<file path="src/rtl/cond_logic.sv">
`default_nettype none
// +-------------------------------------------------------------------------+
// | Module   : cond_logic                                                   |
// | Brief    : ARM conditional-execution stage: NZCV flag register,         |
// |            condition evaluation and gating of write-type controls.      |
// | Revision : 1.0 - initial release                                        |
// +-------------------------------------------------------------------------+
module cond_logic (
  input  logic       clk,
  input  logic       reset,
  input  logic [3:0] Cond,
  input  logic [3:0] ALUFlags,
  input  logic [1:0] FlagWrite,
  input  logic       PCS,
  input  logic       RegW,
  input  logic       MemW,
  input  logic [3:0] BeIn,
  output logic       PCSrc,
  output logic       RegWrite,
  output logic       MemWrite,
  output logic [3:0] be,
  output logic       CondEx,
  output logic [3:0] Flags,
  output logic       CarryIn
);

  localparam logic [3:0] c_EQ = 4'b0000;
  localparam logic [3:0] c_NE = 4'b0001;
  localparam logic [3:0] c_CS = 4'b0010;
  localparam logic [3:0] c_CC = 4'b0011;
  localparam logic [3:0] c_MI = 4'b0100;
  localparam logic [3:0] c_PL = 4'b0101;
  localparam logic [3:0] c_VS = 4'b0110;
  localparam logic [3:0] c_VC = 4'b0111;
  localparam logic [3:0] c_HI = 4'b1000;
  localparam logic [3:0] c_LS = 4'b1001;
  localparam logic [3:0] c_GE = 4'b1010;
  localparam logic [3:0] c_LT = 4'b1011;
  localparam logic [3:0] c_GT = 4'b1100;
  localparam logic [3:0] c_LE = 4'b1101;
  localparam logic [3:0] c_AL = 4'b1110;

  logic r_n, r_z, r_c, r_v;
  logic w_cond_ex;
  logic w_ge;

  // Conditions look only at the stored flags, so ALUFlags never reaches an output.
  assign w_ge = (r_n == r_v);

  always_comb begin
    w_cond_ex = 1'b0;
    case (Cond)
      c_EQ:    w_cond_ex = r_z;
      c_NE:    w_cond_ex = ~r_z;
      c_CS:    w_cond_ex = r_c;
      c_CC:    w_cond_ex = ~r_c;
      c_MI:    w_cond_ex = r_n;
      c_PL:    w_cond_ex = ~r_n;
      c_VS:    w_cond_ex = r_v;
      c_VC:    w_cond_ex = ~r_v;
      c_HI:    w_cond_ex = r_c & ~r_z;
      c_LS:    w_cond_ex = ~r_c | r_z;
      c_GE:    w_cond_ex = w_ge;
      c_LT:    w_cond_ex = ~w_ge;
      c_GT:    w_cond_ex = ~r_z & w_ge;
      c_LE:    w_cond_ex = r_z | ~w_ge;
      c_AL:    w_cond_ex = 1'b1;
      default: w_cond_ex = 1'b0;
    endcase
  end

  // NZ and CV pairs update independently so S-suffixed logical ops keep C and V.
  always_ff @(posedge clk or negedge reset) begin
    if (!reset) begin
      r_n <= 1'b0;
      r_z <= 1'b0;
      r_c <= 1'b0;
      r_v <= 1'b0;
    end else begin
      if (FlagWrite[1] & w_cond_ex) begin
        r_n <= ALUFlags[3];
        r_z <= ALUFlags[2];
      end
      if (FlagWrite[0] & w_cond_ex) begin
        r_c <= ALUFlags[1];
        r_v <= ALUFlags[0];
      end
    end
  end

  assign CondEx   = w_cond_ex;
  assign PCSrc    = PCS  & w_cond_ex;
  assign RegWrite = RegW & w_cond_ex;
  assign MemWrite = MemW & w_cond_ex;
  assign be       = (MemW & w_cond_ex) ? BeIn : 4'b0000;
  assign Flags    = {r_n, r_z, r_c, r_v};
  assign CarryIn  = r_c;

endmodule
`default_nettype wire

</file>
<file path="config.mk">
export PLATFORM = sky130hd
export DESIGN_NAME = cond_logic
export DESIGN_NICKNAME = d
export VERILOG_FILES = /design/src/rtl/cond_logic.sv
export SDC_FILE = /design/constraint.sdc
export NUM_CORES = 1
export LEC_CHECK = 0
export BUFFER_PORTS_ARGS = -buffer_cell sky130_fd_sc_hd__buf_2
export CORE_AREA = 3 3 40 42
export CTS_CLUSTER_SIZE = 25
export DETAILED_ROUTE_END_ITERATION = 8
export DIE_AREA = 0 0 43 45
export PLACE_DENSITY = 0.75
export SETUP_SLACK_MARGIN = 0.5
export SKIP_CTS_REPAIR_TIMING = 1
export SLEW_MARGIN = 30
export SYNTH_ARGS = -nofsm -noshare
export SYNTH_HDL_FRONTEND = slang
export SYNTH_SLANG_ARGS = --single-unit
</file>
<file path="constraint.sdc">
create_clock -name clk -period 3.8 [get_ports clk]
set_clock_uncertainty 0.1 [all_clocks]
set_input_delay 0.76 -clock clk [delete_from_list [all_inputs] [get_ports clk]]
set_output_delay 0.76 -clock clk [all_outputs]
set_load 0.005 [all_outputs]
</file>
* Yosys cells after proc, flatten, opt, wreduce, memory -nomap -nowiden
Index checks and enable logic that the tools add are counted.
** Storage, ports and cells
- Input port bits :: 19
- Logic and storage cells :: 36
- Output and inout port bits :: 13
- Register bits :: 4
- Bits in writable memories :: 0
- Latch bits :: 0
- Memories kept :: 0
- Bits in read-only memories :: 0
** Operators by class
- $lt $le $gt $ge :: 0
- Bitwise gates (word level) :: 14
- Multipliers :: 0
- Reductions and logical operators :: 1
- Divide/modulo/power cells :: 0
- Muxes and demuxes :: 2
- Equality and inequality tests :: 15
- Shifts and indexed selects :: 0
- $add $sub $neg :: 0
** Operators with widths (count)
- equality test 4 bit (second input constant) :: 7
- equality test 4 x 3 -> 1 bit (second input constant) :: 4
- one-hot mux 1 bit (15 select lines) :: 1
- equality test 4 x 2 -> 1 bit (second input constant) :: 2
- AND 1 bit :: 7
- NOT 1 bit :: 5
- equality test 4 x 1 -> 1 bit (second input constant) :: 1
- zero test 4 bit :: 1
- two-way mux 4 bit :: 1
- OR 1 bit :: 2
- equality test 1 bit :: 1

* Depth between registers and ports, before layout
- Word-level depth :: 6
- Gate-level depth with buffers :: 6

* Least setup slack after synthesis
No wires, ideal clock.
- Path kind :: input to output
- Start point :: in Cond[0]
- End point :: out be[0]
- Stages on the path :: 6
- Data required time :: 2.940 ns
- Buffers on the path :: 1
- Setup slack :: 1.012 ns
- Arrival :: 1.928 ns
- Path through :: buf_2 > xor2_1 > mux2i_1 > o311a_1 > nand3_1 > and3_1
** On the way
- Longest elaborated chain between the ends :: 4
- Elaborated cells on any way between the ends :: 18
** Ends and longest elaborated chain
- start, declared :: line 11 : input logic [3:0] Cond,
- equality test 4 bit, or another cell as far along :: line 52 : case (Cond)
- one-hot mux 1 bit (15 select lines) (*) :: line 52
- net CondEx :: line 22 : output logic CondEx,
- AND 1 bit (*) :: line 95 : assign be = (MemW & w_cond_ex) ? BeIn : 4'b0000;
- two-way mux 4 bit (*) :: line 95
- end, declared :: line 21 : output logic [3:0] be,
Mark *: on every way through the listed nets, which the timed path passes. The rest lies on a longest branch.

* Worst setup path after layout
- Start point :: in Cond[0]
- End point :: out be[2]
** On the way
- Longest elaborated chain between the ends :: 4
- Elaborated cells on any way between the ends :: 18
** Ends and longest elaborated chain (line)
- equality test 4 bit, or another cell as far along :: 52
- one-hot mux 1 bit (15 select lines) (*) :: 52
- AND 1 bit (*) :: 95
- two-way mux 4 bit (*) :: 95
Every way passes the cells marked *; elsewhere a longest branch is shown, timed or not.

==> impl_metrics.toml <==
[final_layout]
drive_gt1_share_pct = 46.1
areaGrowthSynthToFinish_pct = 38.4
diodes = 0
nNetsFinal = 97
final_common_cell = "buf_2"
final_cell_mix = "buf_2, dfrtp_1, and2_1, and3_1, mux2_1"

[clock_tree]
clk_pin_slew_ns = 0.04
clk_latency_ns = 0.23
clock-root-buffer = "clkbuf_4"
htree_num_levels = 1
cts_tree = "built"
cts_made_buffers = 3
cts_sinks = 4
cts_buffer_depth = 2

[outcome]
status = "complete, no violations"

[yosys]
ys_seq_elements = 4
synth_area_um2 = 420
synth_xor_area_share_pct = 8.33
synthAdderAreaFrac_pct = 0
synth_nets = 66
synth_seq_area_share_pct = 23.8
synthCells = 47
synth.distinct_cells = 23
synth.avg_cell_area_um2 = 8.94
synth.area.mux_share_pct = 15.5
synth_top_family_by_area = "simple AND/OR/NAND/NOR gates"
synthSimpleGateAreaFrac_pct = 29.8
yosys_warnings = 0
synth_compound_area_share_pct = 12.5

[global_route]
antenna_found_initial = 0
first_global_vias = 424
grt_pass1_wl_mm = 1.70
grtUsageTotal_pct = 11.9
grt_max_degree = 9
grt-ovfl-total = 0

[setup_path]
cp_data_required_time_ns = 2.94
startpoint = "Cond[0]"
r2r-start = "r_z"
end_kind = "primary output"
crit_end = "be[2]"
reg2reg_to = "r_n"
cp-start-kind = "primary input"
r2r_slack_ns = 1.92
cp_max_fo = 8
path_class = "in -> out"
ff2ff_path_depth = 5
cp.arrival_ns = 2.13

[floorplan]
rows = 13
start_util_pct = 32.7
core_um2 = 1280
pin_count = 32
die_area_um2 = 1940
fp.dieW_um = 43
chipHeight_um = 45

[pwr]
p_per_area_nw_per_um2 = 542
p_leak_nw = 0.321
ir_worst_vdd_mv = 0.270
power_w = 0.000316

[timing]
hold_viol = 0
max_slew_margin_pct = 79.8
setup_tns_ns = 0
report.final.slew_viol_count = 0
worst_hold_slack_ns = 0.225
rsz0062_at_grt = "false"
tightest_slew_ns = 0.303
finalSetupViolations = 0
fmax_ghz = 0.334
min_period_ns = 2.99
post-route-period-util_pct = 78.7

[run]
drv_cap = 0

[place]
place_congestion = 0.805
port_buffers = 31
hpwl_um = 889

[drt]
wire_per_inst_um = 11.7
dr.pass1.iters = 3
remaining_drc_errors = 0
vias_per_cell = 4.92
initialDrtViolationCount = 5
vias = 448
postRouteWirelength_mm = 1.06
drtAntennaViolNets = 0

[worst_hold_path]
hold_class = "in -> async"
-- Yosys cell counts --
cell,number,share of area [%]
or2_0,1,1.5
inv_1,2,1.8
and4b_1,2,4.8
a31oi_1,2,3.0
o21ai_0,1,1.2
and2_1,4,6.0
nand2_1,2,1.8
and3_1,4,6.0
nand3_1,2,2.4
nor4bb_1,1,2.4
and2b_1,1,1.8
dfrtp_1,4,24
xor2_1,2,4.2
xnor2_1,2,4.2
buf_4,4,7.1
buf_2,1,1.2
a32oi_1,1,2.1
o311a_1,1,2.4
mux2_1,4,11
nand2b_1,1,1.5
a41oi_2,1,3.9
nor2_1,2,1.8
mux2i_1,2,4.8
-- sequential cells by signal, summed over array words and instances (netlist names) --
| register | count |
|---|---|
| CarryIn | 1 |
| r_n | 1 |
| r_v | 1 |
| r_z | 1 |
-- stage by stage --
step / cell area [µm²] / utilization (%) / setup WS (ns) / cells
final: 582 / 45.3 / 0.808 / 91
after global routing: 582 / 45.3 / 0.670 / 91
after CTS: 582 / 45.3 / 0.814 / 91
after detailed placement: 559 / 43.5 / 0.819 / 88
after global placement: 559 / 43.5 / 0.872 / 88
after floorplan: 420 / - / 1.01 / 47
-- worst min-delay path by stage --
stage / startpoint / endpoint / depth (start not counted)
2_1_floorplan: reset / CarryIn / 0
3_3_place_gp: CarryIn / CarryIn / 1
3_5_place_dp: CarryIn / CarryIn / 1
4_1_cts: reset / r_n / 1
5_1_grt: reset / CarryIn / 1
6_report: reset / r_n / 1
-- cell type report --
type,count,area [µm²]
Multi-Input combinational cell,36,278
Clock buffer,3,22.5
Tap cell,15,18.8
Inverter,2,7.51
Timing Repair Buffer,31,155
Sequential cell,4,100
Fill cell,137,703
-- power breakdown --
group | internal, W | switching, W | leakage (nW)
combinational | 0.0000906 | 0.0000773 | 0.260
clock | 0.0000353 | 0.0000173 | 0.0138
sequential | 0.0000648 | 0.0000303 | 0.0470
total | 0.000191 | 0.000125 | 0.321
-- worst max-delay path, stage by stage --
cell and delay, ns:
buf_2 0.15, xor2_1 0.24, mux2i_1 0.21, o311a_1 0.22
nand3_1 0.18, and3_1 0.24, buf_2 0.12
-- layer usage --
layer	track usage [%]	routed length, µm	share of wire [%]	vias to the layer above
met4	9.04	0	0	0
met3	1.59	76	7.1	0
met1	13.9	469	44	204
met2	19.8	517	49	15
li1	-	-	-	229
met5	0	0	0	-
-- kinds of logic (layout without fill, tap and decap cells) --
logic type	count (synthesis)	after routing
xor+xnor	4	4
flops	4	4
mux	6	6
buf+inv	7	36
compound gates	6	6
simple gates	20	20
(Power assumes the default switching activity.)
